**config.mk**
```make
export PLATFORM = sky130hd
export DESIGN_NAME = regfile_wb_arbiter
export DESIGN_NICKNAME = d
export VERILOG_FILES = /design/src/rtl/regfile_wb_arbiter_pkg.sv /design/src/rtl/regfile_wb_arbiter_arb.sv /design/src/rtl/regfile_wb_arbiter.sv
export SDC_FILE = /design/constraint.sdc
export NUM_CORES = 1
export LEC_CHECK = 0
export BUFFER_PORTS_ARGS = -buffer_cell sky130_fd_sc_hd__buf_2
export CAP_MARGIN = 20
export CELL_PAD_IN_SITES_DETAIL_PLACEMENT = 0
export CELL_PAD_IN_SITES_GLOBAL_PLACEMENT = 2
export CORE_UTILIZATION = 31
export CTS_CLUSTER_DIAMETER = 30
export DETAILED_ROUTE_END_ITERATION = 12
export PLACE_DENSITY_LB_ADDON = 0.1
export SLEW_MARGIN = 25
export SYNTH_ARGS = -nofsm -noshare
export SYNTH_HDL_FRONTEND = slang
export SYNTH_SLANG_ARGS = --single-unit
```
**constraint.sdc**
```tcl
create_clock -name Clk -period 7.43 [get_ports Clk]
set_input_delay 1.486 -clock Clk [delete_from_list [all_inputs] [get_ports Clk]]
set_output_delay 1.486 -clock Clk [all_outputs]
set_load 0.01 [all_outputs]
```
**src/rtl/regfile_wb_arbiter_pkg.sv**
```systemverilog
// Shared constants for the register-file write-back arbiter.
// RR_ARB_EN selects round-robin arbitration instead of fixed priority.
package regfile_wb_arbiter_pkg;

  localparam int WB_NUM_REQ = 3;
  localparam int WB_DATA_W  = 32;
  localparam int WB_ADDR_W  = 4;
  localparam int WB_CNT_W   = 2;
  localparam int NUM_REGS   = 16;

  localparam int REQ_ALU = 0;
  localparam int REQ_LD  = 1;
  localparam int REQ_LNK = 2;

endpackage

```
**src/rtl/regfile_wb_arbiter_arb.sv**
```systemverilog
// Write-back request arbiter: request vector in, one-hot grant out.
// RR_ARB_EN: rotating priority pointer; otherwise lowest index wins.
module wb_rr_arbiter #(
  parameter int N = 3
) (
`ifdef RR_ARB_EN
  input  logic         Clk,
  input  logic         Reset_n,
`endif
  input  logic [N-1:0] req,
  output logic [N-1:0] grant
);

  logic found;

`ifdef RR_ARB_EN
  localparam int PW = (N > 1) ? $clog2(N) : 1;

  logic [PW-1:0] ptr;
  logic [PW-1:0] ptr_n;

  // Scan k steps past the pointer; first valid requester wins.
  always_comb begin
    grant = '0;
    found = 1'b0;
    ptr_n = ptr;
    for (int k = 0; k < N; k++) begin
      for (int i = 0; i < N; i++) begin
        if (!found && req[i] &&
            i == (int'(ptr) + k) % N) begin
          grant[i] = 1'b1;
          found    = 1'b1;
          ptr_n    = (i == N - 1) ? '0
                                  : PW'(i + 1);
        end
      end
    end
  end

  always_ff @(posedge Clk or negedge Reset_n) begin
    if (!Reset_n) ptr <= '0;
    else          ptr <= ptr_n;
  end
`else
  always_comb begin
    grant = '0;
    found = 1'b0;
    for (int i = 0; i < N; i++) begin
      if (!found && req[i]) begin
        grant[i] = 1'b1;
        found    = 1'b1;
      end
    end
  end
`endif

endmodule

```
**src/rtl/regfile_wb_arbiter.sv**
```systemverilog
// Shares the register-file write port among write-back requesters and
// tracks pending writes per register. RR_ARB_EN enables round-robin.
import regfile_wb_arbiter_pkg::*;

module regfile_wb_arbiter #(
  parameter int NUM_REQ = WB_NUM_REQ,
  parameter int DATA_W  = WB_DATA_W,
  parameter int ADDR_W  = WB_ADDR_W,
  parameter int CNT_W   = WB_CNT_W
) (
  input  logic                      Clk,
  input  logic                      Reset_n,
  input  logic [NUM_REQ-1:0]        req_valid,
  output logic [NUM_REQ-1:0]        req_ready,
  input  logic [NUM_REQ*ADDR_W-1:0] req_addr,
  input  logic [NUM_REQ*DATA_W-1:0] req_data,
  output logic                      IsWb,
  output logic [ADDR_W-1:0]         A3,
  output logic [DATA_W-1:0]         D3,
  input  logic                      issue_valid,
  input  logic [ADDR_W-1:0]         issue_addr,
  output logic                      issue_ready,
  input  logic [ADDR_W-1:0]         rd_addr1,
  input  logic [ADDR_W-1:0]         rd_addr2,
  output logic                      hazard1,
  output logic                      hazard2,
  output logic                      sb_err
);

  localparam int NREG = 1 << ADDR_W;
  localparam logic [CNT_W-1:0] CNT_MAX = '1;

  logic [NUM_REQ-1:0] grant;
  logic               xfer;
  logic [ADDR_W-1:0]  wa;
  logic [DATA_W-1:0]  wd;
  logic               inc;
  logic               up;
  logic               dn;
  logic               err_set;
  logic [CNT_W-1:0]   cnt   [NREG];
  logic [CNT_W-1:0]   cnt_n [NREG];

  wb_rr_arbiter #(.N(NUM_REQ)) u_arb (
`ifdef RR_ARB_EN
    .Clk     (Clk),
    .Reset_n (Reset_n),
`endif
    .req     (req_valid),
    .grant   (grant)
  );

  assign req_ready = grant;
  assign xfer      = |grant;

  always_comb begin
    wa = '0;
    wd = '0;
    for (int i = 0; i < NUM_REQ; i++) begin
      if (grant[i]) begin
        wa = req_addr[i*ADDR_W +: ADDR_W];
        wd = req_data[i*DATA_W +: DATA_W];
      end
    end
  end

  assign issue_ready = (cnt[issue_addr] != CNT_MAX);
  assign inc         = issue_valid && issue_ready;
  assign hazard1     = (cnt[rd_addr1] != '0);
  assign hazard2     = (cnt[rd_addr2] != '0);

  // Issue and retire on the same register cancel out.
  always_comb begin
    err_set = 1'b0;
    up      = 1'b0;
    dn      = 1'b0;
    for (int r = 0; r < NREG; r++) begin
      cnt_n[r] = cnt[r];
      up = inc  && (issue_addr == ADDR_W'(r));
      dn = xfer && (wa == ADDR_W'(r));
      if (up && !dn) begin
        cnt_n[r] = cnt[r] + CNT_W'(1);
      end else if (dn && !up) begin
        if (cnt[r] == '0) err_set  = 1'b1;
        else              cnt_n[r] = cnt[r] - CNT_W'(1);
      end
    end
  end

  always_ff @(posedge Clk or negedge Reset_n) begin
    if (!Reset_n) begin
      IsWb   <= 1'b0;
      A3     <= '0;
      D3     <= '0;
      sb_err <= 1'b0;
      for (int r = 0; r < NREG; r++) cnt[r] <= '0;
    end else begin
      IsWb <= xfer;
      if (xfer) begin
        A3 <= wa;
        D3 <= wd;
      end
      if (err_set) sb_err <= 1'b1;
      cnt <= cnt_n;
    end
  end

endmodule

```
# After elaboration in Yosys (flattened, before gate mapping)
# Cells that the tools add are included.
[word_totals]
word_cells = 374
romBits = 0
memories = 0
latch_bits = 0
ram_bits = 0
out_inout_bits = 44
reg_bits = 70
in_bits = 126
[classes]
shifts = 0
reduce_logical = 154
bitwise = 3
eq_ne = 47
n_div = 0
order_cmp = 3
add_sub_neg = 32
mul = 0
muxes = 115
[ops]
columns = ["operator", "count"]
rows = [
  ["$mux 2", 54],
  ["$mux 32", 3],
  ["$logic_and 1x1->1", 67],
  ["$eq 4x4->1 const B", 16],
  ["$mux 1", 52],
  ["$reduce_bool 2->1", 18],
  ["$logic_not 1->1", 34],
  ["$ne 2x2->1 const B", 17],
  ["$add 2x1->2 const B", 16],
  ["$eq 4x3->1 const B", 8],
  ["$logic_not 2->1", 16],
  ["$reduce_and 2->1", 16],
  ["$sub 2x1->2 const B", 16],
  ["$bmux 2 s4", 3],
  ["$eq 4x2->1 const B", 4],
  ["$ge 5x5->1 const B", 3],
  ["$not 4->5", 3],
  ["$mux 4", 3],
  ["$eq 4x1->1 const B", 2],
  ["$logic_not 4->1", 2],
  ["$reduce_or 3->1", 1],
]

# Longest topological paths before layout
# Gate-level depths: netlist of run 1.
[logic_depth]
depth_word = 58
ltp_mapped = 11
depth_no_buf = 9

# Cells and area by module
# From an unflattened synthesis of run 1, not the netlist that was laid out.
[hier_totals]
cells_unflattened = 599
area_unflattened_um2 = 5019.8
[modules_own_cells]
columns = ["module", "cells_per_inst", "area_per_inst_um2", "seq_area_each_um2", "n_inst"]
rows = [
  ["regfile_wb_arbiter", 596, 4993.5, 1751.7, 1],
  ["wb_rr_arbiter", 3, 26.3, 0.0, 1],
]

# Worst setup path before layout of run 1
# Ideal clock, no wire load.
[synth_path]
path_kind = "input to output"
start = "in rd_addr1[3]"
end = "out hazard1"
cell_stages = 3
path_slack_ps = 3377
arrival_time_ps = 2567
path_buffers = 1
required_ps = 5944
path_cell_list = "clkbuf_1 mux4_2 mux4_2"
[synth_between]
elab_chain_cells = 5
[synth_lines]
columns = ["element", "line_no", "rtl"]
rows = [
  ["start: declaration", "regfile_wb_arbiter.sv:23", "input logic [ADDR_W-1:0] rd_addr1,"],
  ["$not 4->5 (not written as such)", "regfile_wb_arbiter.sv:69", "assign hazard1 = (cnt[rd_addr1] != '0);"],
  ["$bmux 2 s4", "regfile_wb_arbiter.sv:69", ""],
  ["$mux 2 (not written as such) (2 in series)", "regfile_wb_arbiter.sv:69", ""],
  ["$reduce_bool 2->1", "regfile_wb_arbiter.sv:69", ""],
  ["end: declaration", "regfile_wb_arbiter.sv:25", "output logic hazard1,"],
]
# Every way passes these cells. The select of a mux whose other input is x is not followed.

# Final worst setup path of run 1
[layout_path]
start = "in req_valid[0]"
end = "out req_ready[2]"
[layout_between]
elab_chain_cells = 7
[layout_lines]
columns = ["element", "line_no", "rtl"]
rows = [
  ["start: declaration", "regfile_wb_arbiter.sv:13", "input logic [NUM_REQ-1:0] req_valid,"],
  ["$mux 1 (*)", "regfile_wb_arbiter_arb.sv:49", "if (!found && req[i]) begin"],
  ["$logic_not 1->1", "regfile_wb_arbiter_arb.sv:49", ""],
  ["$logic_and 1x1->1", "regfile_wb_arbiter_arb.sv:49", ""],
  ["$mux 1 (*)", "regfile_wb_arbiter_arb.sv:49", ""],
  ["$logic_not 1->1 (*)", "regfile_wb_arbiter_arb.sv:49", ""],
  ["$logic_and 1x1->1 (*)", "regfile_wb_arbiter_arb.sv:49", ""],
  ["$mux 1 (*)", "regfile_wb_arbiter_arb.sv:49", ""],
  ["end: declaration", "regfile_wb_arbiter.sv:14", "output logic [NUM_REQ-1:0] req_ready,"],
]
# Mark *: on every way between the ends. The rest lies on a longest branch, timed or not.

==> flow_metrics.tcl, run 1 <==
set metrics [dict create \
    postLayoutSetupSlackWorst_ns 2.60 \
    cts_hold_buf 0 \
    hold_depth 1 \
    dr_wl_met2_um 8320 \
    synth_cell_types 45 \
    syn_nets 779 \
    ant_nets 0 \
    critPathTopFamily "buffers and inverters" \
    totalPowerFinal_mw 1.07 \
    drtIter0Drc 232 \
    hold_class "reg -> reg" \
    die_x_um 130 \
    max_freq_ghz 0.207 \
    grt_usage_pct 21.5 \
    grt_overflow_total 0 \
    hold_ws_ns 0.476 \
    relSlewSlack_pct 40.9 \
    start_util_pct 31.9 \
    antenna_found_initial 0 \
    power_frac_clock_pct 40.8 \
    postCtsResizedCells 0 \
    grt_max_degree 71 \
    multi_input_area_um2 3190 \
    rsz0062_at_grt "false" \
    cp_max_fo 39 \
    regArea_um2 1750 \
    powerDensity_nw_per_um2 166 \
    synthFlopType "dfrtp_1" \
    fin_worst_skew_ns 0.00515 \
    start_kind "primary input" \
    cts.sink_count 70 \
    status "complete, no violations" \
    dp_cells 976 \
    drive_above_1_share_pct 25.5 \
    cap_violations 0 \
    drt-total-wl_um 17300 \
    slowest_stage "nand3_1" \
    period_share_pct 65.0 \
    dr_wl_met3_um 1160 \
    gp_congestion 0.838 \
    drv_slew 0 \
    worst_pin_slew_ns 0.883 \
    worstPathCellList "buf_2 -> inv_2 -> nand3_1 -> inv_1 -> buf_2" \
    combPwrFrac_pct 19.5 \
    syn_avg_cell_area_um2 8.22 \
    finalNetCount 929 \
    arrival_ns 3.34 \
    instances_no_fill 990 \
    synthCells 621 \
    seqPwrFrac_pct 39.7 \
    via_per_inst 5.21 \
    drt_first_pass_iters 4 \
    final_hold_viol_count 0 \
    grt_pass1_vias 5018 \
    fin_util_pct 40.0 \
    finalSetupTns_ns 0 \
    intPower_uw 767 \
    fin_area_um2 6400 \
    cp_num_buf_inv 4 \
    top_layer "met4" \
    dieArea_um2 17000 \
    synth_edf_count 0 \
    core-area_um2 16000 \
    drc 0 \
    p_sw_uw 298 \
    num_vias 5153 \
    fillCellCount 1689 \
    yosysWarnings 0 \
    place_area_um2 6110 \
    die_h_um 130 \
    p_leak_nw 3.00 \
    rr_worst_depth 9 \
    cts_buffer_depth 2 \
    m1WireLength_um 7390 \
    max-vdd-ir-drop_uv 109 \
    synth.cell_area_um2 5100 \
    cts-root-buf "clkbuf_16" \
    cts_tree "built" \
    grt_pass1_wl_um 27400 \
    fp-row-count 46 \
    place_ws_ns 2.41 \
    antenna_cells 0 \
    port_buffers 169 \
    synthArstFlopShare_pct 100 \
    cts_buffers 9 \
    required_ns 5.94 \
    swShare_pct 28.0 \
    finalSetupViolCount 0 \
    clkLatencyLatePin_ns 0.34 \
    finalCriticalPeriod_ns 4.83 \
    detailed_place_hpwl_um 13000 \
    setup.worst_path.end_class "primary output" \
    syn2layout_area_growth_pct 25.4 \
    crit_type "in -> out" \
    cp.depth 5 \
    critPathMaxStageDelay_ns 0.65 \
    critPathMostFrequentCell "buf_2" \
    htree_levels 3 \
    ys_seq_area_share_pct 34.3 \
    cts_setup_buffers 0 \
    ys_ff_latch 70 \
    ioPinCount 170 \
    clk_pin_slew_worst_paths_ns 0.05 \
    wire_per_inst_um 17.5 \
]
worst paths after layout:
kind | start | end | slack, ns
hold reg to reg | A3[1] | A3[1] | 0.48
setup reg to reg | cnt[28] | sb_err | 4.46
setup / recovery | req_valid[0] | req_ready[2] | 2.60
hold / removal | A3[1] | A3[1] | 0.48
min in group asynchronous | Reset_n | cnt[24] | 1.13
max in group asynchronous | Reset_n | cnt[21] | 5.77
power groups by stage:
stage               Sequential (mW)  Combinational (mW)  Clock, mW
floorplan                     0.434               0.106          0
global placement              0.429               0.209          0
detailed placement            0.428               0.211          0
CTS                           0.423               0.210      0.450
global route                  0.426               0.233      0.463
finish                        0.423               0.207      0.435
final cells by class:
| type | count | share of cell area, % |
|---|---|---|
| clock buffers | 13 | 4.07 |
| clock inverters | 1 | 0.469 |
| inverters | 10 | 0.587 |
| multi-input cells | 510 | 49.9 |
| flip-flops and latches | 70 | 27.4 |
| well taps | 216 | 4.22 |
| repair buffers | 170 | 13.4 |
placed cells by master (no fill, tap or decap), types with 5 or more instances in the layout:
cell type	instances
nor4b_1	14
dfrtp_1	70
nand2_1	93
nor3_1	10
clkbuf_16	9
nor4_1	7
or4_1	5
a221o_1	15
mux4_2	6
nor2_1	51
ha_1	32
nor3b_1	16
o211ai_1	5
or2_1	19
nand3_1	30
o22ai_1	34
a21oi_1	38
a21o_1	8
buf_2	168
o21ai_0	48
nor2b_1	37
nand3b_1	5
inv_1	6
cell families (layout without fill, tap and decap cells):
logic type	count (synthesis)	in the layout	share of synthesized area (%)
buffers and inverters	41	194	3.26
adder cells (fa/ha/maj)	32	32	7.84
AO/OA/AOI/OAI	168	168	20.4
multiplexers	9	9	3.87
flip-flops	70	70	34.3
AND/OR/NAND/NOR	301	301	30.3
synth_stat cells, types with 5 or more instances:
library cell | number | area share (%)
ha_1 | 32 | 7.8
dfrtp_1 | 70 | 34
nor3_1 | 11 | 1.1
nand3b_1 | 5 | 0.74
mux4_2 | 6 | 2.6
or2_1 | 19 | 2.3
nor3b_1 | 16 | 2.4
a21oi_1 | 38 | 3.7
o22ai_1 | 34 | 4.2
buf_2 | 7 | 0.69
nor4_1 | 7 | 0.86
nand3_1 | 30 | 2.9
nand2_1 | 93 | 6.8
o21ai_0 | 48 | 4.7
nor2_1 | 51 | 3.8
clkbuf_1 | 19 | 1.4
o211ai_1 | 5 | 0.74
a221o_1 | 15 | 2.9
or4_1 | 5 | 0.74
nor4b_1 | 14 | 2.4
nor2b_1 | 37 | 4.5
a21o_1 | 8 | 1.2
inv_1 | 6 | 0.44
layer usage:
metal,track usage (%),vias up
li1,-,2555
met1,26.9,2415
met2,35.7,160
met3,5.08,23
met4,8.41,0
met5,0,-
registers in the layout (all words and copies together) (netlist names):
register,count
D3,32
cnt,32
A3,4
IsWb,1
sb_err,1
worst register-to-register path, stage by stage, from the launching register on:
cell	delay, ns
dfrtp_1	0.47
nand3b_1	0.18
a21oi_1	0.10
o21a_1	0.31
or4_1	0.52
ha_1	0.21
nor4b_1	0.13
nor4_1	0.38
nand4_1	0.14
or4_1	0.40
(Power assumes the default switching activity.)
==> run 2, diff against run 1 <==
--- a/config.mk
+++ b/config.mk
@@ -9,7 +9,7 @@
 export CAP_MARGIN = 20
 export CELL_PAD_IN_SITES_DETAIL_PLACEMENT = 0
 export CELL_PAD_IN_SITES_GLOBAL_PLACEMENT = 2
-export CORE_UTILIZATION = 31
+export CORE_UTILIZATION = 29
 export CTS_CLUSTER_DIAMETER = 30
 export DETAILED_ROUTE_END_ITERATION = 12
 export PLACE_DENSITY_LB_ADDON = 0.1
==> constraint.sdc (replaced) <==
create_clock -name Clk -period 4.79 [get_ports Clk]
set_input_delay 0.958 -clock Clk [delete_from_list [all_inputs] [get_ports Clk]]
set_output_delay 0.958 -clock Clk [all_outputs]
set_load 0.01 [all_outputs]
==> flow_metrics.tcl, run 2 (synthesis gave the netlist of run 1 again) <==
set metrics [dict create \
    status "complete, no violations" \
    cp_max_fo 26 \
    dp_cells 988 \
    drtIter0Drc 258 \
    fin_worst_skew_ns 0.00437 \
    grt_pass1_vias 5104 \
    place_ws_ns 0.985 \
    syn2layout_area_growth_pct 26.2 \
    clk_pin_slew_worst_paths_ns 0.06 \
    worst_pin_slew_ns 0.727 \
    max_freq_ghz 0.291 \
    required_ns 5.07 \
    cts_buffer_depth 2 \
    clkLatencyLatePin_ns 0.34 \
    die_h_um 135 \
    cts-root-buf "clkbuf_16" \
    relSlewSlack_pct 51.5 \
    crit_type "in -> reg" \
    antenna_found_initial 2 \
    setup.worst_path.end_class "flop" \
    top_regs "D3: 32 flops, cnt: 32 flops, A3: 4 flops" \
    final_hold_viol_count 0 \
    powerDensity_nw_per_um2 260 \
    instances_no_fill 1003 \
    slowest_stage "nor4b_1" \
    ioPinCount 170 \
    start_kind "primary input" \
    final_cell_mix "buf_2, nand2_1, dfrtp_1, nor2_1, o21ai_0" \
    cts_buffers 9 \
    htree_levels 3 \
    drc 0 \
    postLayoutSetupSlackWorst_ns 1.36 \
    core-area_um2 17200 \
    p_leak_nw 3.01 \
    critPathMaxStageDelay_ns 0.61 \
    drive_above_1_share_pct 26.1 \
    hold_class "reg -> reg" \
    wire_per_inst_um 17.8 \
    die_x_um 135 \
    num_vias 5316 \
    totalPowerFinal_mw 1.67 \
    cts_hold_buf 0 \
    ant_nets 0 \
    cts_tree "built" \
    arrival_ns 3.72 \
    grt_overflow_total 0 \
    cap_violations 0 \
    drv_slew 0 \
    fin_util_pct 37.4 \
    gp_congestion 0.803 \
    finalCriticalPeriod_ns 3.43 \
    cts.sink_count 70 \
    via_per_inst 5.30 \
    cts_setup_buffers 0 \
    period_share_pct 71.7 \
    dieArea_um2 18100 \
    grt_usage_pct 20.3 \
    start_util_pct 29.6 \
    finalSetupTns_ns 0 \
    fillCellCount 1806 \
    fp-row-count 48 \
    drt-total-wl_um 17900 \
    finalNetCount 932 \
    worstPathCellList "buf_2 -> nand2_1 -> a31oi_1 -> nor2b_1 -> nand2_1 -> ha_1 -> nor4b_1 -> nor4_1 -> nand4_1 -> or4_1" \
    detailed_place_hpwl_um 13600 \
    drt_first_pass_iters 4 \
    postCtsResizedCells 0 \
    finalSetupViolCount 0 \
    grt_pass1_wl_um 28100 \
    critPathMostFrequentCell "nand2_1" \
    rsz0062_at_grt "false" \
    port_buffers 169 \
    final_common_cell "buf_2" \
    antenna_cells 0 \
    grt_max_degree 71 \
    max-vdd-ir-drop_uv 161 \
]
==> run 2: changes by cell type in the layout (fill, tap and decap cells not counted), sizes merged <==
cell / delta
clkinv: +1
clkinvlp: +2
inv: +1
clkbuf: -3
buf: +3
==> run 2: worst max-delay path, delay by kind of cell <==
| family | cells | cell delay, ns |
|---|---|---|
| buf+inv | 1 | 0.38 |
| compound gates | 1 | 0.57 |
| fa+ha+maj | 1 | 0.26 |
| simple gates | 7 | 1.53 |
==> run 2: through the flow <==
stage               hold slack, ns  area (µm²)
floorplan                    0.508        5100
global placement             0.464        6140
detailed placement           0.465        6140
CTS                          0.480        6440
global route                 0.501        6440
finish                       0.480        6440
==> run 2: final cells by class <==
cell class	instances	area, µm²	share of cell area (%)
clock inverter	5	58.8	0.913
sequential	70	1750	27.2
clock buffer	10	239	3.71
multi-input combinational	510	3190	49.5
tap	225	282	4.37
timing repair buffer	173	882	13.7
inverter	10	37.5	0.583
==> run 2: layer usage <==
layer	vias to the layer above	global-route usage [%]	share of wire, %
met1	2522	25.6	43
met5	-	0	0.11
met4	4	7.74	2.6
met2	196	32.8	47
li1	2560	-	-
met3	34	5.71	7.1
==> run 2: final timing paths <==
check | startpoint | endpoint | slack, ns | depth (start not counted)
setup / recovery | req_valid[1] | sb_err | 1.36 | 10
hold / removal | A3[3] | A3[3] | 0.48 | 1
setup reg to reg | cnt[8] | sb_err | 1.95 | 9
hold reg to reg | A3[3] | A3[3] | 0.48 | 1
max in group asynchronous | Reset_n | D3[27] | 3.64 | 1
min in group asynchronous | Reset_n | cnt[24] | 0.62 | 1
==> run 2: power by group <==
part / switching (mW) / total [mW] / internal, mW
logic: 0.188 / 0.325 / 0.137
registers: 0.0298 / 0.656 / 0.627
clock network: 0.276 / 0.691 / 0.415
total: 0.493 / 1.67 / 1.18
